### config.mk
export PLATFORM = sky130hd
export DESIGN_NAME = ps2_rx_fifo
export DESIGN_NICKNAME = d
export VERILOG_FILES = /design/src/rtl/ps2_pkg.sv /design/src/rtl/ps2_filter.sv /design/src/rtl/ps2_rx_fifo.sv
export SDC_FILE = /design/constraint.sdc
export NUM_CORES = 1
export LEC_CHECK = 0
export ABC_CLOCK_PERIOD_IN_PS = 2800
export BUFFER_PORTS_ARGS = -buffer_cell sky130_fd_sc_hd__buf_2
export CAP_MARGIN = 30
export CORE_MARGIN = 2
export CORE_UTILIZATION = 25
export CTS_BUF_LIST = sky130_fd_sc_hd__clkbuf_2 sky130_fd_sc_hd__clkbuf_4 sky130_fd_sc_hd__clkbuf_8
export DETAILED_ROUTE_END_ITERATION = 7
export HOLD_SLACK_MARGIN = 0.1
export RECOVER_POWER = 50
export SLEW_MARGIN = 10
export SYNTH_ARGS = -nofsm -noshare
export SYNTH_HDL_FRONTEND = slang
export SYNTH_SLANG_ARGS = --single-unit
### constraint.sdc
create_clock -name clk -period 2.8 [get_ports clk]
set_clock_uncertainty 0.2 [all_clocks]
set_input_delay 0.42 -clock clk [delete_from_list [all_inputs] [get_ports clk]]
set_output_delay 0.42 -clock clk [all_outputs]
set_load 0.02 [all_outputs]
### src/rtl/ps2_pkg.sv
// Shared PS/2 receiver definitions: FSM states, frame geometry and parity helper.
package ps2_pkg;

  localparam int FRAME_BITS = 11;
  localparam int DATA_W     = 8;

  typedef enum logic [1:0] {
    ST_IDLE   = 2'd0,
    ST_DATA   = 2'd1,
    ST_PARITY = 2'd2,
    ST_STOP   = 2'd3
  } ps2_state_t;

  // PS/2 uses odd parity: data bits plus parity bit hold an odd number of ones.
  function automatic logic odd_parity_ok(input logic [DATA_W-1:0] d, input logic p);
    return ^{p, d};
  endfunction

endpackage

### src/rtl/ps2_filter.sv
// Two-flop synchronisers for the PS/2 lines plus a run-length glitch filter on
// ps2_clk; emits the filtered clock, synchronised data and a falling-edge strobe.
module ps2_filter #(
  parameter int FILT_LEN = 4
) (
  input  logic clk,
  input  logic clrn,
  input  logic ps2_clk,
  input  logic ps2_data,
  output logic clk_filt,
  output logic data_sync,
  output logic fall
);

  localparam int CW = $clog2(FILT_LEN + 1);

  logic [1:0]    clk_sync_reg;
  logic [1:0]    data_sync_reg;
  logic [CW-1:0] run_cnt_reg;
  logic          filt_reg;
  logic          fall_reg;

  always_ff @(posedge clk or negedge clrn) begin
    if (!clrn) begin
      clk_sync_reg  <= 2'b11;
      data_sync_reg <= 2'b11;
    end else begin
      clk_sync_reg  <= {clk_sync_reg[0], ps2_clk};
      data_sync_reg <= {data_sync_reg[0], ps2_data};
    end
  end

  // The level flips on the FILT_LEN-th consecutive sample that disagrees with it.
  always_ff @(posedge clk or negedge clrn) begin
    if (!clrn) begin
      filt_reg    <= 1'b1;
      run_cnt_reg <= '0;
      fall_reg    <= 1'b0;
    end else begin
      fall_reg <= 1'b0;
      if (clk_sync_reg[1] != filt_reg) begin
        if (run_cnt_reg == CW'(FILT_LEN - 1)) begin
          filt_reg    <= clk_sync_reg[1];
          run_cnt_reg <= '0;
          fall_reg    <= filt_reg;
        end else begin
          run_cnt_reg <= run_cnt_reg + CW'(1);
        end
      end else begin
        run_cnt_reg <= '0;
      end
    end
  end

  assign clk_filt  = filt_reg;
  assign data_sync = data_sync_reg[1];
  assign fall      = fall_reg;

endmodule

### src/rtl/ps2_rx_fifo.sv
// PS/2 frame receiver feeding a first-word-fall-through byte FIFO.
// Define PS2_PARITY_CHK_EN to reject bad-parity frames and drive the perr pulse.
module ps2_rx_fifo
  import ps2_pkg::*;
#(
  parameter int DEPTH    = 8,
  parameter int FILT_LEN = 4,
  parameter int TIMEOUT  = 4096
) (
  input  logic                       clk,
  input  logic                       clrn,
  input  logic                       ps2_clk,
  input  logic                       ps2_data,
  input  logic                       rdn,
  output logic [DATA_W-1:0]          data,
  output logic                       ready,
  output logic                       overflow,
  output logic [$clog2(DEPTH):0]     count,
  output logic                       perr
);

  localparam int PW   = $clog2(DEPTH);
  localparam int CNTW = PW + 1;
  localparam int TW   = $clog2(TIMEOUT + 1);
  localparam int BW   = $clog2(DATA_W);

  logic clk_filt;
  logic data_sync;
  logic fall;

  ps2_filter #(
    .FILT_LEN (FILT_LEN)
  ) u_filt (
    .clk       (clk),
    .clrn      (clrn),
    .ps2_clk   (ps2_clk),
    .ps2_data  (ps2_data),
    .clk_filt  (clk_filt),
    .data_sync (data_sync),
    .fall      (fall)
  );

  ps2_state_t        state_reg, state_next;
  logic [BW-1:0]     bit_cnt_reg;
  logic [DATA_W-1:0] shift_reg;
  logic [DATA_W-1:0] push_data_reg;
  logic              push_reg;
  logic              clk_filt_prev_reg;
  logic [TW-1:0]     timer_reg;
  logic              edge_seen;
  logic              timeout;
  logic              shift_en;
  logic              stop_en;
  logic              frame_ok;

  assign edge_seen = clk_filt ^ clk_filt_prev_reg;
  assign timeout   = (state_reg != ST_IDLE) && !edge_seen && (timer_reg == TW'(TIMEOUT - 1));

  always_ff @(posedge clk or negedge clrn) begin
    if (!clrn) state_reg <= ST_IDLE;
    else       state_reg <= state_next;
  end

  always_comb begin
    state_next = state_reg;
    shift_en   = 1'b0;
    stop_en    = 1'b0;
    if (timeout) begin
      state_next = ST_IDLE;
    end else if (fall) begin
      case (state_reg)
        ST_IDLE:   if (!data_sync) state_next = ST_DATA;
        ST_DATA: begin
          shift_en = 1'b1;
          if (bit_cnt_reg == BW'(DATA_W - 1)) state_next = ST_PARITY;
        end
        ST_PARITY: state_next = ST_STOP;
        ST_STOP: begin
          stop_en    = 1'b1;
          state_next = ST_IDLE;
        end
        default:   state_next = ST_IDLE;
      endcase
    end
  end

`ifdef PS2_PARITY_CHK_EN
  logic par_reg;
  logic perr_reg;
  assign frame_ok = stop_en && data_sync && odd_parity_ok(shift_reg, par_reg);

  always_ff @(posedge clk or negedge clrn) begin
    if (!clrn) begin
      par_reg  <= 1'b0;
      perr_reg <= 1'b0;
    end else begin
      if (fall && state_reg == ST_PARITY) par_reg <= data_sync;
      perr_reg <= stop_en && !frame_ok;
    end
  end
  assign perr = perr_reg;
`else
  assign frame_ok = stop_en && data_sync;
  assign perr     = 1'b0;
`endif

  // Receiver datapath; the timer only runs while a frame is in progress.
  always_ff @(posedge clk or negedge clrn) begin
    if (!clrn) begin
      bit_cnt_reg       <= '0;
      shift_reg         <= '0;
      push_data_reg     <= '0;
      push_reg          <= 1'b0;
      clk_filt_prev_reg <= 1'b1;
      timer_reg         <= '0;
    end else begin
      clk_filt_prev_reg <= clk_filt;
      push_reg          <= frame_ok;
      if (frame_ok) push_data_reg <= shift_reg;
      if (state_reg == ST_IDLE) bit_cnt_reg <= '0;
      else if (shift_en)        bit_cnt_reg <= bit_cnt_reg + BW'(1);
      if (shift_en) shift_reg <= {data_sync, shift_reg[DATA_W-1:1]};
      if (state_reg == ST_IDLE || edge_seen || timeout) timer_reg <= '0;
      else                                              timer_reg <= timer_reg + TW'(1);
    end
  end

  logic [DATA_W-1:0] mem [DEPTH];
  logic [PW-1:0]     wr_ptr_reg, rd_ptr_reg, rd_next;
  logic [CNTW-1:0]   count_reg;
  logic [DATA_W-1:0] data_reg;
  logic              overflow_reg;
  logic              full;
  logic              pop;
  logic              wr_en;
  logic              drop;
  logic [DATA_W-1:0] head_next;

  assign full  = (count_reg == CNTW'(DEPTH));
  assign ready = (count_reg != '0);
  assign pop   = !rdn && ready;
  assign wr_en = push_reg && (!full || pop);
  assign drop  = push_reg && full && !pop;

  // Head after this cycle: bypass the byte being written when it lands at the new read slot.
  always_comb begin
    rd_next   = pop ? rd_ptr_reg + PW'(1) : rd_ptr_reg;
    head_next = mem[rd_next];
    if (wr_en && wr_ptr_reg == rd_next) head_next = push_data_reg;
  end

  always_ff @(posedge clk) begin
    if (wr_en) mem[wr_ptr_reg] <= push_data_reg;
  end

  always_ff @(posedge clk or negedge clrn) begin
    if (!clrn) begin
      wr_ptr_reg   <= '0;
      rd_ptr_reg   <= '0;
      count_reg    <= '0;
      data_reg     <= '0;
      overflow_reg <= 1'b0;
    end else begin
      rd_ptr_reg <= rd_next;
      if (wr_en) wr_ptr_reg <= wr_ptr_reg + PW'(1);
      if (wr_en && !pop)      count_reg <= count_reg + CNTW'(1);
      else if (pop && !wr_en) count_reg <= count_reg - CNTW'(1);
      if (wr_en || pop) data_reg <= head_next;
      overflow_reg <= drop || (overflow_reg && !pop);
    end
  end

  assign data     = data_reg;
  assign count    = count_reg;
  assign overflow = overflow_reg;

endmodule

# After elaboration in Yosys (flattened, before gate mapping)

Memories as Yosys holds them, arrays and structs flattened. A register that Yosys moved wholly into a read port is not among the register bits.
Cells that the tools add are included.
Widths: inputs -> output; s select.

Flip-flop bits (word level): 56
Memory bits (writable): 64
Input port bits: 5
Output and inout bits: 15
Word-level logic and storage cells: 87
Memories kept: 1

Memory list:

| memory | depth | bits a word | rd ports | clocked after memory_dff | write ports | line               | text |
|---|---|---|---|---|---|---|---|
| mem    | 8     | 8           | 1        | 1                        | 1           | ps2_rx_fifo.sv:128 | `logic [DATA_W-1:0] mem [DEPTH];` |

Add/subtract/negate cells: 7
Eq/ne operators: 10
Mux-type cells: 23
Bitwise operators: 1
Reductions and logical operators: 29

Operators by type and width:

| kind                  | number |
|---|---|
| $mux 3                | 5 |
| $add 13x1->13 const B | 1 |
| $eq 13x12->1 const B  | 1 |
| $mux 13               | 1 |
| $add 3x1->3 const B   | 4 |
| $logic_and 1x1->1     | 10 |
| $mux 1                | 10 |
| $mux 2                | 4 |
| $mux 4                | 2 |
| $pmux 2 s4            | 1 |
| $reduce_bool 2->1     | 4 |
| $logic_not 1->1       | 6 |
| $ne 3x3->1 const B    | 2 |
| $logic_or 1x1->1      | 5 |
| $add 4x1->4 const B   | 1 |
| $eq 2x2->1 const B    | 2 |
| $eq 4x4->1 const B    | 1 |
| $reduce_bool 4->1     | 1 |
| $sub 4x1->4 const B   | 1 |
| $eq 3x2->1 const B    | 1 |
| $eq 3x3->1 const B    | 1 |
| $reduce_and 3->1      | 1 |
| $eq 2x1->1 const B    | 1 |
| $logic_not 2->1       | 1 |
| other kinds (3)       | 3 |

# Depth between registers and ports, before layout

Gate-level depths: netlist of the first run.

Depth in word-level cells: 8
Gate-level depth with buffers: 12
Gate-level depth less buffers: 12

# Hierarchy

From an unflattened synthesis of the first run, not the netlist that was laid out.

Cells, all modules: 392
Area, all modules: 5,955.7 um^2

Modules (own cells, without submodules):

| module      | times used | cells an instance | area an instance (um^2) |
|---|---|---|---|
| ps2_rx_fifo | 1          | 375               | 5,637.9 |
| ps2_filter  | 1          | 17                | 317.8 |

# Worst setup path after synthesis of the first run

No wires, ideal clock.

Path type: register -> register
Start point: register count_reg[3] (netlist: count[3])
End point: register count_reg[3] (netlist: count[3])
Library setup time: 0.134 ns
Arrival: 2.547 ns
Data required time: 2.466 ns
Slack: -0.081 ns
Cell stages (with the launch flop): 13
Period minus slack after synthesis: 2.881 ns
Cell sequence: dfrtp_1 > nor4_4 > nor2_2 > inv_2 > buf_2 > ha_1 > inv_1 > ha_1 > a21o_1 > a21oi_1 > xnor2_1 > nand2_1 > xnor2_1

Word-level cells in the longest chain between the ends: 7

Ends and longest elaborated chain:

| item                                                | line               | text |
|---|---|---|
| from (decl)                                         | ps2_rx_fifo.sv:130 | `logic [CNTW-1:0] count_reg;` |
| from (signal assigned)                              | ps2_rx_fifo.sv:166 | `if (wr_en && !pop) count_reg <= count_reg + CNTW'(1);` |
| from (signal assigned)                              | ps2_rx_fifo.sv:167 | `else if (pop && !wr_en) count_reg <= count_reg - CNTW'(1);` |
| branches (longest 7 deep; another with $sub 4x1->4) | -                  |  |

Several ways; the timed one is not identified. The select of a mux whose other input is x is not followed.
A chain may end at the register's enable or synchronous reset.

# Worst setup path after layout of the first run

Start point: register count_reg[0] (netlist: count[0])
End point: register count_reg[3] (netlist: count[3])

Word-level cells in the longest chain between the ends: 7

Ends and longest elaborated chain:

| item                                                        | line                                   | text |
|---|---|---|
| $eq 4x4->1 / $reduce_bool 4->1 (equally long branches)      | ps2_rx_fifo.sv:139, ps2_rx_fifo.sv:140 |  |
| $logic_not 1->1 / $logic_and 1x1->1 (equally long branches) | ps2_rx_fifo.sv:142, ps2_rx_fifo.sv:141 |  |
| $logic_or 1x1->1 *                                          | ps2_rx_fifo.sv:142                     | `assign wr_en = push_reg && (!full \|\| pop);` |
| $logic_and 1x1->1 *                                         | ps2_rx_fifo.sv:142                     |  |
| via wr_en                                                   | ps2_rx_fifo.sv:135                     | `logic wr_en;` |
| $logic_not 1->1                                             | ps2_rx_fifo.sv:167                     |  |
| $logic_and 1x1->1                                           | ps2_rx_fifo.sv:167                     |  |
| $reduce_bool 2->1 (no line)                                 | -                                      |  |

Mark *: on every way through the listed nets, which the timed path passes. The rest lies on a longest branch. The select of a mux whose other input is x is not followed.

==> run_results.csv, run 1 <==
group,metric,value,unit
yosys,ys_types,53,
worst_setup_path,reg2reg_from,"count[0]",
power,total_power,5.50,mW
die,rows,56,
worst_setup_path,cp-end-kind,"flop",
route,wl,12.6,mm
layout,nets,464,
cts,clk_path_buf_depth,2,
cts,clockRootBuffer,"clkbuf_8",
route,drtIter0Drc,201,
yosys,async_flop_share,50.0,%
placed_design,routabilityCongestion,0.726,
worst_setup_path,startpoint,"count[0]",
die,fp.coreArea,0.0234,sq mm
worst_hold_path,hp-start,"u_filt.clk_sync_reg[0]",
global_route,grt_pass1_vias,3747,
layout,syn_to_final_growth,17.0,%
worst_setup_path,reg2reg_slack,0.21,ns
global_route,track_usage,10.9,%
die,fp.dieW,158,um
sta,maxSlewHeadroom,39.2,%
run,cap_violations,0,
cts,clock_latency,0.44,ns
run_status,status,"complete, no violations",
yosys,ys_seq_area_share,59.6,%
yosys,netlist_instances,395,
placed_design,dpl_worst_slack,0.201,ns
sta,maxSlewViolCount,0,
sta,finalCritPeriodShare,92.6,%
layout,antenna_cells,0,
sta,fmaxAchievable,386,MHz
layout,mostFrequentLayoutCells,"edfxtp_1 (64), dfrtp_1 (55), nand2_1 (35)",
worst_setup_path,arrival,2.72,ns
cts,cts_htree_levels,4,
yosys,synth_area,0.00593,sq mm
yosys,synth.ff_latch_count,128,
cts,clkTransAtPathRegs,0.08,ns
route,avgRoutedWirePerCell,16.2,um
sta,finalSetupViolations,0,
placed_design,portBuffers,18,
yosys,synth_warnings,0,
layout,largest_reg_flops,64,
die,io-pin-count,20,
die,fp.dieArea,0.0250,sq mm
sta,post-route-min-period,2.59,ns
sta,tightest_slew,0.912,ns
die,die_h,158,um
route,postRouteAntennaNets,0,
cts,cts_tree,"built",
power,p_leak,2.51,nW
worst_setup_path,critPathKind,"reg2reg",
cts,post_cts_buffers,0,
yosys,synth_ff_type,"edfxtp_1",
route,vias,3484,
route,vias_per_cell,4.50,
worst_setup_path,cp-start-kind,"flop",
cts,cts.sinks,128,
placed_design,dpl.hpwl,8.12,mm
yosys,synth.avg_cell_area,15.0,sq um
yosys,synth_edf_count,64,
power,vdd_ir_drop_max,0.330,mV
sta,layout_setup_ws,0.208,ns
worst_setup_path,worstPathRequired,2.93,ns
yosys,synth_area_leaders,"edfxtp_1 (32%), dfrtp_1 (24%), mux4_2 (12%)",
sta,rsz0062_at_grt,"false",
yosys,synth_top_area_cell,"edfxtp_1",
global_route,grt_pass1_wl,20.2,mm
global_route,grt_max_degree,45,
layout,mostFrequentLayoutCell,"edfxtp_1",
route,remaining_drc_errors,0,
yosys,synth_nets,416,
power,power_density,792,mW/mm^2
sta,hold_viol,0,
global_route,grt-ovfl-total,0,
layout,layout-drive-gt1-share,30.5,%
route,drtPass1Iterations,4,
cts,cts_buffers,17,
yosys,yosys.area.top_type_share,32.4,%
sta,tns,0,ns
worst_setup_path,worstPathMaxFanout,6,
worst_hold_path,hp-class,"reg2reg",
global_route,antenna_found_initial,0,
die,start_util,25.3,%
-- metal layers --
layer / track usage (%) / wire length (um)
met5: 0 / 0
met4: 4.63 / 128
met3: 3.31 / 596
met2: 19.5 / 6790
met1: 12.0 / 5080
-- cell type report --
class | instances | area [sq um]
clock buffer | 17 | 234
clock inverter | 15 | 149
fill | 2373 | 16500
inverter | 10 | 37.5
multi-input combinational | 240 | 2270
sequential | 128 | 3530
tap | 319 | 399
timing repair buffer | 46 | 314
-- report_power, final --
part | internal (mW) | switching [mW]
combinational | 0.727 | 0.945
clock | 0.728 | 0.821
sequential | 2.12 | 0.153
total | 3.58 | 1.92
-- metrics by stage --
step                hold slack, ns  instances  util (%)  instance area [sq um]
finish                       0.165        775      29.6                   6930
global route                 0.160        775      29.6                   6930
detailed placement           0.153        738      27.8                   6510
floorplan                  -0.0756        395         -                   5940
CTS                          0.161        774      29.6                   6930
global placement             0.150        738      27.8                   6510
-- final timing paths --
kind | to | depth (start not counted)
max in group asynchronous | push_data_reg[0] | 4
min in group asynchronous | u_filt.run_cnt_reg[2] | 2
worst max-delay path | count[3] | 12
worst min-delay path | u_filt.clk_sync_reg[1] | 0
worst min register to register | u_filt.clk_sync_reg[1] | 0
worst max register to register | count[3] | 12
-- worst max-delay path: stages (launching register included) --
cell and delay [ns]:
dfrtp_2 0.47, nor3_1 0.25, nand3_1 0.10, nand2_1 0.10
inv_1 0.06, ha_1 0.19, inv_1 0.14, ha_1 0.26
a21o_1 0.16, a21oi_1 0.20, xnor2_1 0.15, nand2_1 0.08
xnor2_1 0.13
-- synthesized netlist by cell type (2+ instances only) --
master,n
edfxtp_1,64
dfrtp_1,58
nand2_1,35
mux4_2,32
nor2_1,20
mux2_2,18
ha_1,15
xnor2_1,14
a21oi_1,12
and3_1,11
xor2_1,10
a221o_1,8
inv_1,8
nor3_1,7
a22oi_1,6
buf_2,6
dfstp_2,6
mux2i_1,6
nand3_1,5
buf_4,4
clkbuf_1,4
nand2b_1,4
and3b_1,3
nand4_1,3
o21ai_0,3
and4_1,2
buf_6,2
inv_2,2
nor3b_1,2
o21ai_1,2
-- repair_timing --
action,in CTS,in global routing
endpoints found under the setup margin,0,8
endpoints found under the hold margin,39,0
hold buffers,4,0
gates resized for setup,0,1
-- cells by family after synthesis --
| group | Yosys count | synth area share, % |
|---|---|---|
| muxes | 57 | 16.8 |
| xor gates and xnor gates | 24 | 3.55 |
| buffers and inverters | 27 | 2.34 |
| DFF | 128 | 59.6 |
| and+or+nand+nor | 100 | 8.65 |
| adders and majority gates | 16 | 3.50 |
| other | 1 | 0.0633 |
| AOI/OAI and AO/OA | 42 | 5.55 |
Power figures use the tool's default switching activity.
==> inputs of run 2 (changes only) <==
--- a/config.mk
+++ b/config.mk
@@ -17,4 +17,6 @@
 export SLEW_MARGIN = 10
 export SYNTH_ARGS = -nofsm -noshare
 export SYNTH_HDL_FRONTEND = slang
+export SYNTH_HIERARCHICAL = 1
 export SYNTH_SLANG_ARGS = --single-unit
+export TNS_END_PERCENT = 30
==> run 2 against run 1 <==
Clock power is 6% higher. First-iteration DRC count is 5.5% lower. Total power is 0.50% higher. Critical path depth is 6 lower. Critical path type unchanged.
==> run_results.csv, run 2 <==
group,metric,value,unit
run_status,status,"complete, no violations",
worst_setup_path,crit_buf_inv,1,
layout,largest_reg_flops,64,
worst_setup_path,arrival,2.67,ns
route,wl,11.3,mm
yosys,ys_types,52,
yosys,synth_area,0.00596,sq mm
layout,nets,454,
sta,maxSlewViolCount,0,
die,die_h,158,um
layout,antenna_cells,0,
worst_setup_path,cp-end-kind,"flop",
yosys,synth_warnings,6,
sta,rsz0062_at_grt,"false",
worst_setup_path,path_cells,"inv_1 -> ha_1 -> nand2b_1 -> nor4_4 -> nor2_1 -> mux2_2",
worst_setup_path,worstPathRequired,2.91,ns
yosys,synth_edf_count,64,
yosys,yosys.area.top_type_share,32.3,%
sta,maxSlewHeadroom,39.6,%
yosys,synth_top_area_cell,"edfxtp_1",
placed_design,dpl.hpwl,7.58,mm
yosys,netlist_instances,392,
yosys,synth_area_leaders,"edfxtp_1 (32%), dfrtp_1 (24%), mux4_2 (12%)",
worst_setup_path,startpoint,"state_reg[0]",
route,drtPass1Iterations,4,
route,vias,3293,
cts,clk_path_buf_depth,2,
die,fp.dieW,158,um
layout,mostFrequentLayoutCells,"edfxtp_1 (64), dfrtp_1 (56), mux4_2 (32)",
cts,cts_tree,"built",
layout,syn_to_final_growth,16.0,%
placed_design,portBuffers,18,
yosys,synth.most_common_cell,"edfxtp_1",
worst_setup_path,cpMaxStageDelayCell,"nor2_1",
die,io-pin-count,20,
sta,post-route-min-period,2.57,ns
sta,tightest_slew,0.902,ns
global_route,antenna_found_initial,0,
global_route,track_usage,10.1,%
global_route,use_met3,2.89,%
layout,regArea,0.00353,sq mm
yosys,ys_seq_area_share,59.3,%
worst_setup_path,max_stage_delay,0.70,ns
yosys,synth_nets,413,
placed_design,routabilityCongestion,0.711,
yosys,synth_ff_type,"edfxtp_1",
worst_setup_path,cp.depth,6,
sta,finalSetupViolations,0,
yosys,synth.ff_latch_count,128,
worst_setup_path,cp_top_family,"simple AND/OR/NAND/NOR gates",
sta,finalCritPeriodShare,91.7,%
route,avgRoutedWirePerCell,14.8,um
global_route,grt_pass1_vias,3622,
die,start_util,25.4,%
layout,fill_cells,2381,
route,drtIter0Drc,190,
global_route,met1_usage,12.0,%
layout,mostFrequentLayoutCell,"edfxtp_1",
placed_design,dpl_worst_slack,0.145,ns
global_route,grt.busiest_layer,"met2",
worst_setup_path,critPathKind,"reg2reg",
worst_setup_path,reg2regPathDepth,6,
power,vdd_ir_drop_max,0.438,mV
cts,clockRootBuffer,"clkbuf_8",
layout,multi_input_area,0.00227,sq mm
yosys,async_flop_share,50.0,%
sta,layout_setup_ws,0.233,ns
sta,tns,0,ns
route,postRouteAntennaNets,0,
die,fp.coreArea,0.0234,sq mm
layout,layout-drive-gt1-share,31.6,%
cts,cts.sinks,128,
worst_hold_path,hp-class,"in2reg",
cts,clkTransAtPathRegs,0.08,ns
power,p_leak,2.48,nW
cts,cts_buffers,17,
cts,cts_htree_levels,4,
die,rows,56,
sta,hold_slack,0.126,ns
global_route,grt_max_degree,37,
global_route,grt_pass1_wl,19.1,mm
cts,clock_latency,0.44,ns
route,remaining_drc_errors,0,
global_route,grtUsageMet2,17.5,%
yosys,synth_common_cells,"edfxtp_1 (64), dfrtp_1 (58), mux4_2 (32)",
run,cap_violations,0,
worst_setup_path,cp-start-kind,"flop",
route,vias_per_cell,4.30,
die,fp.dieArea,0.0251,sq mm
worst_setup_path,worstPathMaxFanout,11,
worst_setup_path,crit_end,"shift_reg[0]",
power,power_density,799,mW/mm^2
global_route,grt-ovfl-total,0,
cts,post_cts_buffers,0,
sta,hold_viol,0,
worst_setup_path,reg2reg_slack,0.23,ns
worst_setup_path,r2r-end,"shift_reg[0]",
sta,fmaxAchievable,390,MHz
yosys,synth.avg_cell_area,15.2,sq um
worst_setup_path,reg2reg_from,"state_reg[0]",
run 2: cell types whose count changed after synthesis, sizes merged, moves of 5 or more:
| cell | change |
|---|---|
| and3 | -8 |
| nand2 | -7 |
| and2 | +6 |
| mux2i | +6 |
| nor2 | +6 |
| clkbuf | +5 |
run 2: worst min-delay path, cell delays in order:
cell	delay, ns
buf_2	0.13
o21ai_1	0.11
nand2_1	0.07
run 2: kinds of logic after synthesis:
| logic type | Yosys count | synth area share [%] |
|---|---|---|
| AO/OA/AOI/OAI | 31 | 3.84 |
| XOR/XNOR | 25 | 3.68 |
| adder cells (fa/ha/maj) | 16 | 3.49 |
| buffers and inverters | 26 | 2.50 |
| flip-flops | 128 | 59.3 |
| multiplexers | 62 | 17.5 |
| other | 1 | 0.0630 |
| AND/OR/NAND/NOR | 103 | 9.62 |
run 2: cell type report:
cell class | count | area share (%)
Multi-Input combinational cell | 238 | 32.8
Tap cell | 319 | 5.78
Sequential cell | 128 | 51.1
Clock buffer | 19 | 3.60
Timing Repair Buffer | 40 | 3.91
Clock inverter | 13 | 2.32
Inverter | 8 | 0.435
run 2: worst min path at each step:
stage	startpoint	endpoint	slack (ns)	depth (start not counted)
detailed placement	u_filt/data_sync_reg[0]	u_filt/data_sync_reg[1]	0.15	0
global route	rdn	overflow	0.12	3
CTS	rdn	rd_ptr_reg[1]	0.10	3
floorplan	clrn	bit_cnt_reg[0]	-0.08	0
global placement	u_filt/clk_sync_reg[0]	u_filt/clk_sync_reg[1]	0.15	0
finish	rdn	rd_ptr_reg[1]	0.13	3
run 2: where the power goes:
part / total (mW) / switching [mW] / leakage (nW) / internal (mW)
Combinational: 1.61 / 0.892 / 0.967 / 0.722
Sequential: 2.27 / 0.146 / 1.31 / 2.12
Clock: 1.64 / 0.739 / 0.201 / 0.902
Total: 5.52 / 1.78 / 2.48 / 3.75
run 2: metrics by stage:
step                      cells  instance area [sq um]  utilization [%]  total power [mW]
after global routing        765                   6910             29.5              5.86
after detailed placement    730                   6490             27.7              3.97
final                       765                   6910             29.5              5.52
after global placement      729                   6490             27.7              3.93
after CTS                   765                   6930             29.6              5.63
after floorplan             392                   5960                -              3.54
run 2: timing repair:
item	CTS	global route
endpoints found under the setup margin	0	1
resized for setup	0	3
endpoints found under the hold margin	30	0
hold buffers	3	0
run 2: per-layer routing:
metal | vias to the layer above | share of wire [%]
met3 | 6 | 3.8
met5 | - | 0
met4 | 0 | 0.82
met2 | 51 | 51
met1 | 1682 | 44
li1 | 1554 | -
